$ cat src/rtl/control_unit.sv
// control_unit: hardwired fetch/decode/operand/execute/write-back sequencer
// for the 16-bit accumulator CPU. Emits a 32-bit micro-operation word decoded
// from registered state, the current opcode and the EX hold counter.
module control_unit #(
  parameter int unsigned ALU_LAT = 3
) (
  input  logic        clk,
  input  logic        rst,
  input  logic        start,
  input  logic [15:0] ir,
  input  logic [7:0]  flag,
  output logic [31:0] control_signal,
  output logic        busy,
  output logic        halted,
  output logic        illegal
);

  typedef enum logic [3:0] {
    S_IDLE, S_F0, S_F1, S_F2, S_DEC, S_O0, S_O1, S_O2,
    S_EX, S_WB, S_LD, S_ST0, S_ST1, S_JP, S_HALT
  } state_t;

  localparam int unsigned B_PC_INC  = 0;
  localparam int unsigned B_PC_LOAD = 1;
  localparam int unsigned B_MAR_PC  = 2;
  localparam int unsigned B_MAR_IR  = 3;
  localparam int unsigned B_MEM_RD  = 4;
  localparam int unsigned B_MEM_WR  = 5;
  localparam int unsigned B_IR_LD   = 6;
  localparam int unsigned B_BR_LD   = 7;
  localparam int unsigned B_ACC_ALU = 8;
  localparam int unsigned B_MBR_ACC = 10;
  localparam int unsigned B_ACC_BR  = 11;

  // EX exits on counter == ALU_LAT-1, so the counter never needs to wrap.
  localparam logic [3:0] LAT_M1 = 4'(ALU_LAT - 1);

  state_t      state_q, state_d;
  logic [3:0]  cnt_q, cnt_d;
  logic        load_q, load_d;
  logic [7:0]  opcode;
  logic [31:0] alu_w;
  logic        unused_ir_flag;

  assign opcode         = ir[15:8];
  assign unused_ir_flag = ^{ir[7:0], flag[7:1]};

  // ALU op bit(s) selected by the opcode; MPY drives both product halves.
  always_comb begin
    alu_w = '0;
    case (opcode)
      8'h03: alu_w[22] = 1'b1;
      8'h04: alu_w[23] = 1'b1;
      8'h08: begin alu_w[29] = 1'b1; alu_w[16] = 1'b1; end
      8'h0A: alu_w[24] = 1'b1;
      8'h0B: alu_w[25] = 1'b1;
      8'h0C: alu_w[26] = 1'b1;
      8'h0D: alu_w[28] = 1'b1;
      8'h0E: alu_w[27] = 1'b1;
      8'h0F: alu_w[31] = 1'b1;
      8'h10: alu_w[30] = 1'b1;
      default: alu_w = '0;
    endcase
  end

  // Next-state, counter and micro-operation word decode.
  always_comb begin
    state_d        = state_q;
    cnt_d          = cnt_q;
    load_d         = load_q;
    control_signal = '0;
    illegal        = 1'b0;
    case (state_q)
      S_IDLE: if (start) state_d = S_F0;
      S_F0: begin
        control_signal[B_MAR_PC] = 1'b1;
        state_d = S_F1;
      end
      S_F1: begin
        control_signal[B_MEM_RD] = 1'b1;
        control_signal[B_PC_INC] = 1'b1;
        state_d = S_F2;
      end
      S_F2: begin
        control_signal[B_IR_LD] = 1'b1;
        state_d = S_DEC;
      end
      S_DEC: begin
        case (opcode)
          8'h00: state_d = S_F0;
          8'h01: state_d = S_ST0;
          8'h02: begin load_d = 1'b1; state_d = S_O0; end
          8'h03, 8'h04, 8'h08, 8'h0A, 8'h0B: begin
            load_d  = 1'b0;
            state_d = S_O0;
          end
          8'h0C, 8'h0D, 8'h0E, 8'h0F, 8'h10: begin
            cnt_d   = '0;
            state_d = S_EX;
          end
          8'h05: state_d = flag[0] ? S_F0 : S_JP;
          8'h06: state_d = S_JP;
          8'h07: state_d = S_HALT;
          default: begin
            illegal = 1'b1;
            state_d = S_F0;
          end
        endcase
      end
      S_O0: begin
        control_signal[B_MAR_IR] = 1'b1;
        state_d = S_O1;
      end
      S_O1: begin
        control_signal[B_MEM_RD] = 1'b1;
        state_d = S_O2;
      end
      // Operand-path choice is latched in DECODE so IR is not re-sampled here.
      S_O2: begin
        control_signal[B_BR_LD] = 1'b1;
        if (load_q) begin
          state_d = S_LD;
        end else begin
          cnt_d   = '0;
          state_d = S_EX;
        end
      end
      S_EX: begin
        control_signal = alu_w;
        if (cnt_q == LAT_M1) begin
          cnt_d   = '0;
          state_d = S_WB;
        end else begin
          cnt_d = cnt_q + 4'd1;
        end
      end
      S_WB: begin
        control_signal[B_ACC_ALU] = 1'b1;
        state_d = S_F0;
      end
      S_LD: begin
        control_signal[B_ACC_BR] = 1'b1;
        state_d = S_F0;
      end
      S_ST0: begin
        control_signal[B_MAR_IR]  = 1'b1;
        control_signal[B_MBR_ACC] = 1'b1;
        state_d = S_ST1;
      end
      S_ST1: begin
        control_signal[B_MEM_WR] = 1'b1;
        state_d = S_F0;
      end
      S_JP: begin
        control_signal[B_PC_LOAD] = 1'b1;
        state_d = S_F0;
      end
      S_HALT: state_d = S_HALT;
      default: state_d = S_IDLE;
    endcase
  end

  assign busy   = (state_q != S_IDLE) && (state_q != S_HALT);
  assign halted = (state_q == S_HALT);

  // State, EX counter and operand-path registers.
  always_ff @(posedge clk or negedge rst) begin
    if (!rst) begin
      state_q <= S_IDLE;
      cnt_q   <= '0;
      load_q  <= 1'b0;
    end else begin
      state_q <= state_d;
      cnt_q   <= cnt_d;
      load_q  <= load_d;
    end
  end

endmodule

$ cat config.mk
export PLATFORM = sky130hd
export DESIGN_NAME = control_unit
export DESIGN_NICKNAME = d
export VERILOG_FILES = /design/src/rtl/control_unit.sv
export SDC_FILE = /design/constraint.sdc
export NUM_CORES = 1
export LEC_CHECK = 0
export CAP_MARGIN = 15
export CELL_PAD_IN_SITES_DETAIL_PLACEMENT = 1
export CELL_PAD_IN_SITES_GLOBAL_PLACEMENT = 1
export CORE_ASPECT_RATIO = 1.4
export CORE_UTILIZATION = 26
export CTS_BUF_LIST = sky130_fd_sc_hd__clkbuf_8
export DETAILED_ROUTE_END_ITERATION = 12
export GPL_ROUTABILITY_DRIVEN = 0
export MAX_ROUTING_LAYER = met4
export PLACE_DENSITY = 0.88
export SLEW_MARGIN = 20
export SYNTH_ARGS = -nofsm -noshare
export SYNTH_HDL_FRONTEND = slang
export SYNTH_SLANG_ARGS = --single-unit
$ cat constraint.sdc
create_clock -name clk -period 3.1 [get_ports clk]
set_clock_uncertainty 0.1 [all_clocks]
set_input_delay 0.93 -clock clk [delete_from_list [all_inputs] [get_ports clk]]
set_output_delay 0.93 -clock clk [all_outputs]
set_load 0.02 [all_outputs]
### Word-level counts from Yosys, hierarchy flattened

Index checks and enable logic that the tools add are counted.

| storage, ports and cells | value |
|---|---|
| logic and storage cells | 90 |
| flip-flop bits (word level) | 9 |
| input port bits | 27 |

| cells by class | value |
|---|---|
| $add $sub $neg | 1 |
| eq/ne operators | 35 |
| muxes and demuxes | 35 |
| reduce and logical (&&, ||, !) cells | 16 |

Operators with widths:

| cell | count |
|---|---|
| == test 8 x 4 -> 1 bit (second input constant) | 7 |
| case mux 4 bit (12 select lines) | 1 |
| == test 8 x 3 -> 1 bit (second input constant) | 4 |
| == test 4 bit (second input constant) | 7 |
| 2-to-1 mux 4 bit | 6 |
| case mux 4 bit (6 select lines) | 1 |
| 2-to-1 mux 1 bit | 23 |
| 2-to-1 mux 20 bit | 1 |
| == test 4 x 3 -> 1 bit (second input constant) | 4 |
| == test 8 x 2 -> 1 bit (second input constant) | 2 |
| OR reduction 16 bit | 1 |
| == test 4 x 2 -> 1 bit (second input constant) | 3 |
| case mux 4 bit (3 select lines) | 1 |
| OR reduction 5 bit | 2 |
| == test 8 x 1 -> 1 bit (second input constant) | 1 |
| == test 8 x 5 -> 1 bit (second input constant) | 1 |
| logical NOT 8 bit | 1 |
| inequality test 2 bit (second input constant) | 4 |
| OR reduction 6 bit | 1 |
| adder 4 x 1 -> 4 bit (second input constant) | 1 |
| == test 4 x 1 -> 1 bit (second input constant) | 1 |
| logical NOT 4 bit | 1 |
| inequality test 4 bit (second input constant) | 1 |
| AND reduction 2 bit | 2 |
| 9 further kinds | 10 |

### Longest topological paths before layout

Gate-level depths: netlist (run 1).

| depth | value |
|---|---|
| depth in word-level cells | 4 |
| depth in mapped cells | 6 |

### Least setup slack after synthesis (run 1)

Ideal clock, no wire load.

| timing path | value |
|---|---|
| path type | input to output |
| start | input port ir[13] |
| end | output port control_signal[29] |
| slack | -346 ps |
| arrival | 2416 ps |
| stages | 4 |
| path buffers | 1 |
| path through | nor4_1 -> nand3_1 -> nor3_1 -> buf_4 |

| between the ends | value |
|---|---|
| word-level cells in the longest chain between the ends | 3 |

RTL lines:

| element | line | RTL |
|---|---|---|
| from (decl) | 10 | `input logic [15:0] ir,` |
| == test 8 x 4 -> 1 bit | 51 | `case (opcode)` |
| 2-to-1 mux 1 bit | 51 |  |
| 2-to-1 mux 20 bit | 73 | `case (state_q)` |
| to (decl) | 12 | `output logic [31:0] control_signal,` |

Every way passes these cells.

### Final worst setup path (run 1)

| timing path | value |
|---|---|
| start | input port ir[11] |
| end | output port control_signal[25] |

Same word-level chain as after synthesis.

==> summary.txt, run 1 <==
TritonCTS Buffers: 3
CTS Root Cell: clkbuf_8
Post-Syn Area: 1050 sq um
synthesis warning total: 0
leakage: 0.716 nW
VDD IR max: 0.197 mV
EDFF count, synth: 0
Max-cap violations: 0
Post-Synthesis Cells: 149
Tightest Pin Transition: 0.506 ns
FILL cells: 487
total power: 0.320 mW
cell family with the largest share of critical-path delay: buffers and inverters
CP Cell Sequence: dlygate4sd2_1 > nor2b_1 > nand3_2 > nor2_1 > clkdlybuf4s15_2
die width: 55.7 um
Initial Util: 27.0%
vias in the first global route: 1,301
HPWL after DPL: 2760 um
crit path time final: 3.07 ns
vias per cell: 5.02
Syn Area/Cell: 7.05 sq um
post-route insts no fill: 248
f_max: 326 MHz
CP startpoint: ir[11]
multi-input logic area: 776 sq um
class of the worst hold path: flip-flop to flip-flop
final setup violation count: 0
clock buffer depth: 2
first drt pass iteration count: 4
H-tree depth: 1
Worst Setup Start Kind: input port
Crit Path Max Fanout: 5
Worst path depth: 5
final instance area: 1660 sq um
top post-synthesis cells by area: dfrtp_1, buf_4, nor2_1
layout cell share with drive strength beyond 1: 30.7%
Antenna diodes: 0
IO Port Bufs: 36
initial antenna violation count: 0
Synth area leader: dfrtp_1
max-slew violation count: 0
FF-to-FF Start: state_q[1]$_DFFE_PN0P_
Worst Path Class, Setup: input port to primary output
WL/cell: 13.9 um
Routed Antenna Nets: 0
WP data required: 2.07 ns
GRT overflow: 0
Post-Route WL: 3450 um
Rows: 27
RSZ-0062 raised after global routing: yes
Starting DRT DRC Count: 33
IO Count: 62
status: finished clean
Hold Crit Start: cnt_q[0]$_DFFE_PN0P_
top cell type's share of synthesized area: 21.5%
critical path endpoint category: primary output
reg2reg path depth: 5
routed vias: 1,245
final core occ: 42.6%
buffer and inverter count on the worst path: 2
nets: 235
first-pass GRT wire length: 5660 um
critical path's largest stage delay: 0.29 ns
Pwr per Cell Area: 193 nW/um^2
Vert. Die Dim: 77.2 um
largest net degree at the start of global routing: 18
Unique masters post-synth: 40
clock sinks: 9
Slew HR: 66.2%
hold depth: 1
total core area: 3880 sq um
crit share post-route: 99.0%
register area: 225 sq um
setup slack, reg-to-reg: 1.10 ns
CTS tree: yes
total track usage: 16.5%
sequential area share after synthesis: 21.5%
crit path DAT: 2.04 ns
top cells by count, synth: nor2_1, nand2_1, buf_4, dfrtp_1, nor3_1
asr flop ratio synth: 100%
area grow syn2layout: 57.7%
Reg clk slew, reported paths: 0.04 ns
Synth Register Bits: 9
drt drc: 0
Fin. Hold Viols: 0
ys flop type: dfrtp_1
DP Area: 1600 sq um
CTS Hold Bufs: 0
die area: 4300 sq um
most frequent cell after synthesis: nor2_1
Placed Cells: 243
latest clock arrival within the worst-skew pair: 0.22 ns
slowest CP cell: dlygate4sd2_1
through the flow:
step / setup slack (ns) / setup TNS, ns / hold WS [ns]
2_1_floorplan: -0.0375 / -0.146 / 0.385
3_3_place_gp: -0.888 / -9.40 / 0.448
3_5_place_dp: -0.890 / -9.70 / 0.445
4_1_cts: -0.0354 / -0.0354 / 0.448
5_1_grt: -0.0193 / -0.0243 / 0.494
6_report: 0.0317 / 0 / 0.449
cell families after synthesis:
| kind of cell | after synthesis | synth area share [%] |
|---|---|---|
| DFF | 9 | 21.5 |
| other | 1 | 0.357 |
| adders and majority gates | 2 | 2.38 |
| buffers and inverters | 27 | 14.3 |
| AOI/OAI and AO/OA | 33 | 22.3 |
| muxes | 1 | 0.954 |
| and+or+nand+nor | 76 | 38.3 |
cell type report:
type / instances / share of cell area [%]
clock inverters: 1 / 0.227
flip-flops and latches: 9 / 13.6
well taps: 43 / 3.25
repair buffers: 64 / 32.2
clock buffers: 3 / 2.49
inverters: 6 / 1.36
multi-input cells: 122 / 46.9
layer usage:
layer	up-vias	track usage, %	wire length (um)
met5	-	-	0
met4	0	5.25	31
met3	2	1.01	97
met2	28	31.8	1890
met1	597	17.6	1430
li1	618	-	-
where the power goes:
group | internal [mW] | switching [mW]
Combinational | 0.0318 | 0.0404
Sequential | 0.118 | 0.000120
Clock | 0.0860 | 0.0433
Total | 0.236 | 0.0838
state kept, by name (all words and copies together) (netlist names):
register / count
cnt_q: 4
load_q: 1
state_q: 4
cell usage in the layout, fill, tap and decap left out, types with 3 or more instances in the layout:
cell type	instances
a21oi_1	8
buf_2	6
nor4_1	3
dfrtp_1	9
inv_1	7
nor2_1	17
clkbuf_8	3
conb_1	10
nor3_1	6
nand2_1	14
nand3_1	4
nor3b_1	3
buf_4	33
nor2b_1	4
nand2b_1	7
dlygate4sd2_1	4
o21ai_0	6
clkdlybuf4s50_1	16
o21bai_1	3
worst paths after layout:
kind                                          endpoint
worst max-delay path                control_signal[25]
worst min-delay path              cnt_q[0]$_DFFE_PN0P_
worst max register to register  state_q[3]$_DFFE_PN0P_
worst min register to register    cnt_q[0]$_DFFE_PN0P_
max in group asynchronous       state_q[2]$_DFFE_PN0P_
min in group asynchronous         cnt_q[1]$_DFFE_PN0P_
repair_timing:
item | in CTS | in global routing
setup buffers | 1 | 0
resized for setup | 87 | 5
hold endpoints to repair | 0 | 0
setup endpoints to repair | 12 | 4
pin swaps | 7 | 4
Note: power is estimated with default switching activity, not from simulation.
==> run 2, diff against run 1 <==
- CORE_UTILIZATION: 26 -> 23
- PLACE_DENSITY: 0.88 -> 0.83
- clock period: 3.1 -> 2.7 ns (I/O delays scaled with it)
==> run 2 against run 1 <==
- the run now ends with setup timing left
- critical path depth rose by 1
- hold slack got worse by 0.0056 ns
- wire length rose by 27%
- largest cell class unchanged
- die area rose by 13%
- clock power rose by 13%
- sequential power rose by 15%
- non-clock buffer count rose by 20
==> summary.txt, run 2 (synthesis gave the netlist of run 1 again) <==
critical path endpoint category: primary output
class of the worst hold path: flip-flop to flip-flop
total core area: 4310 sq um (+11%)
FILL cells: 523 (+7.4%)
commonest non-fill, non-tap cell in the layout: buf_4
Tightest Pin Transition: 0.597 ns (+0.0904 ns)
Reg clk slew, reported paths: 0.04 ns (about the same)
IO Count: 62 (unchanged)
Initial Util: 24.4% (-2.7 points)
max-slew violation count: 0 (unchanged)
critical path's largest stage delay: 0.30 ns (about the same)
Max-cap violations: 0 (unchanged)
vias per cell: 4.89 (-2.5%)
CTS Hold Bufs: 0 (unchanged)
Worst Setup Start Kind: input port
crit path DAT: 1.93 ns (-0.11 ns)
routed vias: 1,395 (+12%)
buffer and inverter count on the worst path: 2 (unchanged)
area grow syn2layout: 92.1%
initial antenna violation count: 0 (unchanged)
HPWL after DPL: 2910 um (+5.2%)
Antenna diodes: 0 (unchanged)
Pwr per Cell Area: 191 nW/um^2 (-0.88%)
cell family with the largest share of critical-path delay: simple AND/OR/NAND/NOR gates
first drt pass iteration count: 4 (unchanged)
Starting DRT DRC Count: 32 (-3.0%)
total track usage: 18.7% (+2.2 points)
final core occ: 46.8% (+4.2 points)
final setup violation count: 10 (+10)
top flop regs: cnt_q: 4 flops, state_q: 4 flops, load_q: 1 flops
hold_ws: 0.444 ns (-0.00562 ns)
Fin Setup TNS: -0.875 ns (-0.875 ns)
f_max: 352 MHz
crit share post-route: 105%
nets: 255 (+8.5%)
CP Cell Sequence: buf_6 > nor4_4 > nand3_1 > or2_4 > nor3_4 > buf_6
CTS Root Cell: clkbuf_8
leakage: 0.975 nW (+36%)
TritonCTS Buffers: 3 (unchanged)
Crit Path Max Fanout: 4 (-1)
Rows: 28 (+3.7%)
final worst setup slack: -0.137 ns (-0.169 ns)
Post-Route WL: 4390 um (+27%)
VDD IR max: 0.145 mV (-26%)
Vert. Die Dim: 81.9 um (+6.2%)
most frequent cells in the layout: buf_4, buf_6, nor2_1
Slew HR: 60.1% (-6.0 points)
GRT overflow: 0 (unchanged)
WL/cell: 15.4 um (+11%)
CTS tree: yes
status: finished with violations
drt drc: 0 (unchanged)
failing checks: setup timing
Worst Path Class, Setup: input port to primary output
vias in the first global route: 1,467 (+13%)
most used cell along the critical path: buf_6
first-pass GRT wire length: 6710 um (+18%)
latest clock arrival within the worst-skew pair: 0.23 ns (about the same)
layout cell share with drive strength beyond 1: 44.0% (+13 points)
IO Port Bufs: 36 (unchanged)
clock buffer depth: 2 (unchanged)
Routed Antenna Nets: 0 (unchanged)
H-tree depth: 1 (unchanged)
slowest CP cell: nor4_4
clock sinks: 9 (unchanged)
RSZ-0062 raised after global routing: yes
WP data required: 1.79 ns (-0.28 ns)
Fin. Hold Viols: 0 (unchanged)
largest net degree at the start of global routing: 18 (unchanged)
die width: 59.1 um (+6.1%)
die area: 4840 sq um (+13%)
crit path time final: 2.84 ns
-- run 2: cell types whose count changed in the layout (fill, tap and decap cells not counted), moves of 4 or more --
| cell | delta |
|---|---|
| buf_6 | +17 |
| buf_2 | -6 |
| clkdlybuf4s50_1 | -12 |
| dlymetal6s2s_1 | +6 |
| nor2_4 | +5 |
| nor2_1 | -4 |
| buf_4 | +11 |
-- run 2: worst min-delay path, delay by kind of cell, from the launching register on --
family             cells  cell delay (ns)
DFF                    1             0.36
and+or+nand+nor        1             0.09
AOI/OAI and AO/OA      1             0.05
-- run 2: area by class of cell --
| cell class | count | area [sq um] | area share (%) |
|---|---|---|---|
| flip-flops and latches | 9 | 225 | 11.2 |
| inverters | 6 | 22.5 | 1.12 |
| well taps | 60 | 75.1 | 3.72 |
| clock buffers | 3 | 41.3 | 2.05 |
| multi-input cells | 122 | 892 | 44.2 |
| repair buffers | 84 | 757 | 37.5 |
| clock inverters | 1 | 3.75 | 0.186 |
-- run 2: stage by stage --
step / total power [mW] / instance area (sq um) / instances / worst slack (ns)
finish: 0.386 / 2020 / 285 / -0.137
global route: 0.404 / 2020 / 285 / -0.230
CTS: 0.376 / 1910 / 283 / -0.172
detailed placement: 0.224 / 1740 / 268 / -1.05
global placement: 0.222 / 1740 / 268 / -0.985
floorplan: 0.187 / 1170 / 158 / -0.0671
-- run 2: routing by layer --
metal  global-route usage, %  wire (um)  up-vias
li1                        -          -      657
met5                       -          0        -
met3                   0.945        137       10
met1                    19.4       1650      680
met2                    35.1       2490       48
met4                    9.29        117        0
-- run 2: where the power goes --
part	leakage (nW)	internal, mW	switching [mW]
clock network	0.0269	0.0985	0.0474
registers	0.0891	0.136	0.000110
logic	0.859	0.0464	0.0579
total	0.975	0.281	0.105
-- run 2: worst paths after layout --
check | from | endpoint | slack, ns | depth (start not counted)
min in group asynchronous | rst | state_q[1]$_DFFE_PN0P_ | 0.78 | 1
worst min-delay path | load_q$_DFFE_PN0P_ | load_q$_DFFE_PN0P_ | 0.44 | 2
max in group asynchronous | rst | cnt_q[2]$_DFFE_PN0P_ | 1.44 | 1
worst min register to register | load_q$_DFFE_PN0P_ | load_q$_DFFE_PN0P_ | 0.44 | 2
worst max register to register | state_q[3]$_DFFE_PN0P_ | state_q[3]$_DFFE_PN0P_ | 0.48 | 7
worst max-delay path | ir[14] | control_signal[26] | -0.14 | 6
-- run 2: repair_timing --
item / in CTS / in global routing
hold endpoints to repair: 0 / 0
gates resized for setup: 119 / 30
setup buffers: 11 / 4
setup endpoints to repair: 21 / 22
pin swaps: 14 / 13
